File: src/rtl/vga_timing.sv
`default_nettype none
// ============================================================================
//  Module      : vga_timing
//  Description : Pixel-rate VGA raster generator. Free-running h/v counters feed
//                the frame buffer; returned pixel bits become registered,
//                position-aligned hsync/vsync/de/RGB444.
//  Revision    : 1.0 - initial release
// ============================================================================
module vga_timing #(
    parameter int          H_ACTIVE = 800,
    parameter int          H_FP     = 40,
    parameter int          H_SYNC   = 128,
    parameter int          H_BP     = 88,
    parameter int          V_ACTIVE = 480,
    parameter int          V_FP     = 13,
    parameter int          V_SYNC   = 3,
    parameter int          V_BP     = 29,
    parameter bit          HS_POL   = 1'b0,
    parameter bit          VS_POL   = 1'b0,
    parameter int          PIPE_LAT = 1,
    parameter logic [11:0] FG       = 12'hFFF,
    parameter logic [11:0] BG       = 12'h000
) (
    input  logic        clk,
    input  logic        reset,
    input  logic        pixel_in,
    output logic [10:0] vga_h,
    output logic [10:0] vga_v,
    output logic        hsync,
    output logic        vsync,
    output logic        de,
    output logic [3:0]  vga_r,
    output logic [3:0]  vga_g,
    output logic [3:0]  vga_b,
    output logic        frame_start,
    output logic        line_start
);

    localparam int          c_h_total  = H_ACTIVE + H_FP + H_SYNC + H_BP;
    localparam int          c_v_total  = V_ACTIVE + V_FP + V_SYNC + V_BP;
    localparam logic [10:0] c_h_last   = 11'(c_h_total - 1);
    localparam logic [10:0] c_v_last   = 11'(c_v_total - 1);
    localparam logic [10:0] c_h_act    = 11'(H_ACTIVE);
    localparam logic [10:0] c_v_act    = 11'(V_ACTIVE);
    localparam logic [10:0] c_hs_start = 11'(H_ACTIVE + H_FP);
    localparam logic [10:0] c_hs_end   = 11'(H_ACTIVE + H_FP + H_SYNC);
    localparam logic [10:0] c_vs_start = 11'(V_ACTIVE + V_FP);
    localparam logic [10:0] c_vs_end   = 11'(V_ACTIVE + V_FP + V_SYNC);

    logic [10:0] r_h;
    logic [10:0] r_v;
    logic        w_act;
    logic        w_hs;
    logic        w_vs;
    logic        w_line0;
    logic        w_frame0;
    logic [4:0]  w_raw;
    logic [4:0]  w_dly;
    logic [11:0] w_rgb;

    logic        r_hsync;
    logic        r_vsync;
    logic        r_de;
    logic [11:0] r_rgb;
    logic        r_frame_start;
    logic        r_line_start;

    always_ff @(posedge clk or posedge reset) begin
        if (reset) begin
            r_h <= '0;
            r_v <= '0;
        end else if (r_h == c_h_last) begin
            r_h <= '0;
            r_v <= (r_v == c_v_last) ? 11'd0 : r_v + 11'd1;
        end else begin
            r_h <= r_h + 11'd1;
        end
    end

    assign w_act    = (r_h < c_h_act) && (r_v < c_v_act);
    assign w_hs     = (r_h >= c_hs_start) && (r_h < c_hs_end);
    assign w_vs     = (r_v >= c_vs_start) && (r_v < c_vs_end);
    assign w_line0  = (r_h == 11'd0);
    assign w_frame0 = (r_h == 11'd0) && (r_v == 11'd0);
    assign w_raw    = {w_frame0, w_line0, w_vs, w_hs, w_act};

    // Delay the decode by the frame buffer read latency so it meets pixel_in.
    generate
        if (PIPE_LAT == 0) begin : g_no_pipe
            assign w_dly = w_raw;
        end else begin : g_pipe
            logic [4:0] r_pipe [PIPE_LAT];

            always_ff @(posedge clk or posedge reset) begin
                if (reset) begin
                    for (int i = 0; i < PIPE_LAT; i++) begin
                        r_pipe[i] <= '0;
                    end
                end else begin
                    r_pipe[0] <= w_raw;
                    for (int i = 1; i < PIPE_LAT; i++) begin
                        r_pipe[i] <= r_pipe[i-1];
                    end
                end
            end

            assign w_dly = r_pipe[PIPE_LAT-1];
        end
    endgenerate

    // Blanking is forced black regardless of what the frame buffer returns.
    assign w_rgb = w_dly[0] ? (pixel_in ? FG : BG) : 12'h000;

    always_ff @(posedge clk or posedge reset) begin
        if (reset) begin
            r_de          <= 1'b0;
            r_hsync       <= ~HS_POL;
            r_vsync       <= ~VS_POL;
            r_rgb         <= 12'h000;
            r_frame_start <= 1'b0;
            r_line_start  <= 1'b0;
        end else begin
            r_de          <= w_dly[0];
            r_hsync       <= w_dly[1] ? HS_POL : ~HS_POL;
            r_vsync       <= w_dly[2] ? VS_POL : ~VS_POL;
            r_rgb         <= w_rgb;
            r_line_start  <= w_dly[3];
            r_frame_start <= w_dly[4];
        end
    end

    assign vga_h       = r_h;
    assign vga_v       = r_v;
    assign hsync       = r_hsync;
    assign vsync       = r_vsync;
    assign de          = r_de;
    assign vga_r       = r_rgb[11:8];
    assign vga_g       = r_rgb[7:4];
    assign vga_b       = r_rgb[3:0];
    assign frame_start = r_frame_start;
    assign line_start  = r_line_start;

endmodule
`default_nettype wire

File: config.mk
export PLATFORM = sky130hd
export DESIGN_NAME = vga_timing
export DESIGN_NICKNAME = d
export VERILOG_FILES = /design/src/rtl/vga_timing.sv
export SDC_FILE = /design/constraint.sdc
export NUM_CORES = 1
export LEC_CHECK = 0
export CAP_MARGIN = 20
export CELL_PAD_IN_SITES_DETAIL_PLACEMENT = 0
export CELL_PAD_IN_SITES_GLOBAL_PLACEMENT = 2
export CORE_UTILIZATION = 25
export DETAILED_ROUTE_END_ITERATION = 7
export HOLD_SLACK_MARGIN = 0.05
export PLACE_DENSITY = 0.77
export SLEW_MARGIN = 30
export SYNTH_ARGS = -nofsm -noshare
export SYNTH_HDL_FRONTEND = slang
export SYNTH_SLANG_ARGS = --single-unit
File: constraint.sdc
create_clock -name clk -period 4.1 [get_ports clk]
set_input_delay 0.82 -clock clk [delete_from_list [all_inputs] [get_ports clk]]
set_output_delay 0.82 -clock clk [all_outputs]
set_load 0.02 [all_outputs]
==> metrics <==
switching share of power 21.2%; post-synth cell types 33; diodes inserted 0; routability cong. 0.759; starting density of the core 26.5%; Clk network pwr share 41.0%; total grt overflow 0; Row Count 28; number of flops mapped to enable cells by yosys 0; initial antenna violation count 0; Syn. warnings 0; Std-Cell Core Area 6030 um^2; final clock period utilization by the worst path 56.0%; count of port buffers added during placement 41; NetSw 128 uW; Synth Cell Area 1590 um^2; r2r endpoint vga_v[10]; standard cell with the maximum stage delay on the critical path clkdlybuf4s50_1; Clk Tree Root Cell clkbuf_8; vias in the first global route 1126; dominant synthesized flop cell dfrtp_1; Num CTS Buffers 5; clock latency at the later pin of the worst-skew pair between 0.2 and 0.3 ns; Yosys top cell area share 48.7%; async set-reset flop share out of synthesis 100%; total chip power 603 uW; RSZ-0062 raised after global routing false; leading cell types by total area after synthesis dfrtp_1 49%, buf_4 5.2%, xor2_1 4.4%; H-tree levels 2; measured slew at the worst slew-check pin 0.416 ns; vias after detailed routing 1197; Final Hold Violating Endpoints 0; delay of the slowest cell on the worst path 0.68 ns; type of element capturing the critical path output port; Buf+Inv Stages, Crit Path 1; launching element type of the critical path flop; Max Freq 436 MHz; compound-cell area share of the yosys netlist 7.46%; Total Wirelength roughly 3400 um; maximum number of pins on one net before global-route repair 34; WS Path Type flop to output port; Die Ht slightly above 80 um; timing startpoint of the critical path vga_v[3]; final HPWL from detailed placement 2420 um; number of max-cap violations 0; number of endpoints failing setup at the final stage 0; Crit path required time between 3 and 4 ns; Gate Count Post-Synth 155; Global Route Usage Sum 11.5%; status finished, final reports clean; TritonCTS sink count 33; static leakage 0.916 nW; CTS clock-pin slew for the worst setup and hold paths around 0.070 ns; cts hold-fix bufs 0; number of nets in the final layout 197; Clock Skew 0.00554 ns; sequence of cells on the critical path clkdlybuf4s50_1; register bit total from synthesis 33; count of cells along the worst register-to-register path 4; worst vdd ir 0.000112 V; setup TNS after final layout 0 ns; CP top delay family buffers and inverters; post-layout min period 2.29 ns; relative max-transition margin 72.0%; post-detailed-placement cell area 2000 um^2; final hold slack 0.347 ns; leading cell type by number of instances after synthesis dfrtp_1; clock buffer depth 2; largest family of logic cells by synthesized area simple AND/OR/NAND/NOR gates; class of the most critical hold timing path flop to flop; post-cts sizing count 0; part of the total power dissipated in sequential elements 54.3%; area leader, netlist dfrtp_1; final instance area 2090 um^2; violation count after the first detailed-route iteration 50; share of cell area taken by muxes after synthesis 0.706%; fraction of final layout cells with drive strength greater than 1 6.32%; global-route wire length before repair roughly 5700 um; reg2reg setup slack 1.84 ns; endpoint of the worst setup timing path vga_v[3]; Power Dens Cells 288 nW/um^2; synthesized-area fraction occupied by and/or/nand/nor cells 21.9%; CTS tree built; Ports 42; cell count along the critical path 1; # DRC 0; reg-to-reg startpoint vga_h[7]; horizontal die dimension slightly above 80 um; area added between synthesis and finish 31.3%; total internal power 475 uW; synthesized area divided by synthesized cell count approximately 10 um^2; Syn Nets 163; fin. max-slew vios 0; top cells by count, synth 31 x dfrtp_1, 13 x nand2_1, 11 x buf_4; total iterations of the first detailed-routing run 4; die footprint about 6700 um^2; xor-xnor portion of the synthesized cell area under 10%; critical path arrival 1.47 ns; drt wl/cell 13.0 um; Comb pwr share 4.8%; sequential share of the synthesized area 52.0%; Synth Area in Adders 3.92%; maximum fanout along the worst path 10; residual antenna-violating net count after detailed routing 0; post-CTS setup repair buffer count 0; number of vias per cell after detailed routing 4.52
==> cell families after synthesis <==
family | Yosys count
adder cells (fa/ha/maj) | 5
buffers and inverters | 23
flip-flops | 33
AO/OA/AOI/OAI | 19
XOR/XNOR | 10
multiplexers | 1
AND/OR/NAND/NOR | 64
==> layout make-up <==
cell class                 instances  area [um^2]
inverter                           7         26.3
multi-input combinational         99          629
fill                             621         3930
tap                               75         93.8
clock buffer                       8         90.1
sequential                        33          828
timing repair buffer              43          425
==> per-layer routing <==
metal | track usage, % | vias up | wire [um] | part of all wire [%]
met3 | 3.44 | 2 | 166 | 4.8
met5 | 0 | - | 0 | 0
met4 | 3.16 | 0 | 25 | 0.73
met2 | 16.9 | 36 | 1570 | 46
li1 | - | 601 | - | -
met1 | 16.1 | 558 | 1670 | 49
==> flip-flops by register name (all words and copies together), names as in the netlist <==
name	count
line_start	1
de	1
g_pipe.r_pipe	5
vga_h	11
frame_start	1
vga_v	11
r_rgb	1
hsync	1
vsync	1
==> power by group through the flow <==
stage               Combinational (mW)  Clock, mW  Sequential (mW)
global route                    0.0318      0.273            0.327
global placement                0.0296          0            0.333
detailed placement              0.0298          0            0.334
CTS                             0.0299      0.257            0.327
finish                          0.0287      0.247            0.327
floorplan                       0.0204          0            0.334
==> layout by cell type (no fill, tap or decap), types with 2 or more instances in the layout <==
cell	n
clkdlybuf4s50_1	41
dfrtp_1	31
nand2_1	13
nor2_1	10
nand3_1	9
nor3_1	9
o21ai_0	9
xor2_1	8
inv_1	7
clkbuf_8	6
ha_1	5
or3_1	4
o31ai_1	4
nand4_1	3
and3_1	3
and4_1	3
nor4_1	2
a21oi_1	2
xnor2_1	2
and2_1	2
o211a_1	2
clkbuf_1	2
dfstp_2	2
buf_4	2
==> worst min-delay path by stage <==
stage / startpoint / to / cells after the start
floorplan: g_pipe.r_pipe[4] / frame_start / 0
global placement: g_pipe.r_pipe[3] / line_start / 0
detailed placement: g_pipe.r_pipe[3] / line_start / 0
CTS: g_pipe.r_pipe[3] / line_start / 0
global route: g_pipe.r_pipe[1] / hsync / 1
finish: g_pipe.r_pipe[3] / line_start / 0
==> stage by stage <==
step                      cells  setup WS (ns)  util, %
after detailed placement    257           1.82     33.2
after floorplan             155           1.91        -
after global placement      257           1.84     33.2
final                       265           1.81     34.7
after CTS                   265           1.79     34.7
after global routing        265           1.70     34.7
No activity file was read; power rests on OpenSTA's default activity.
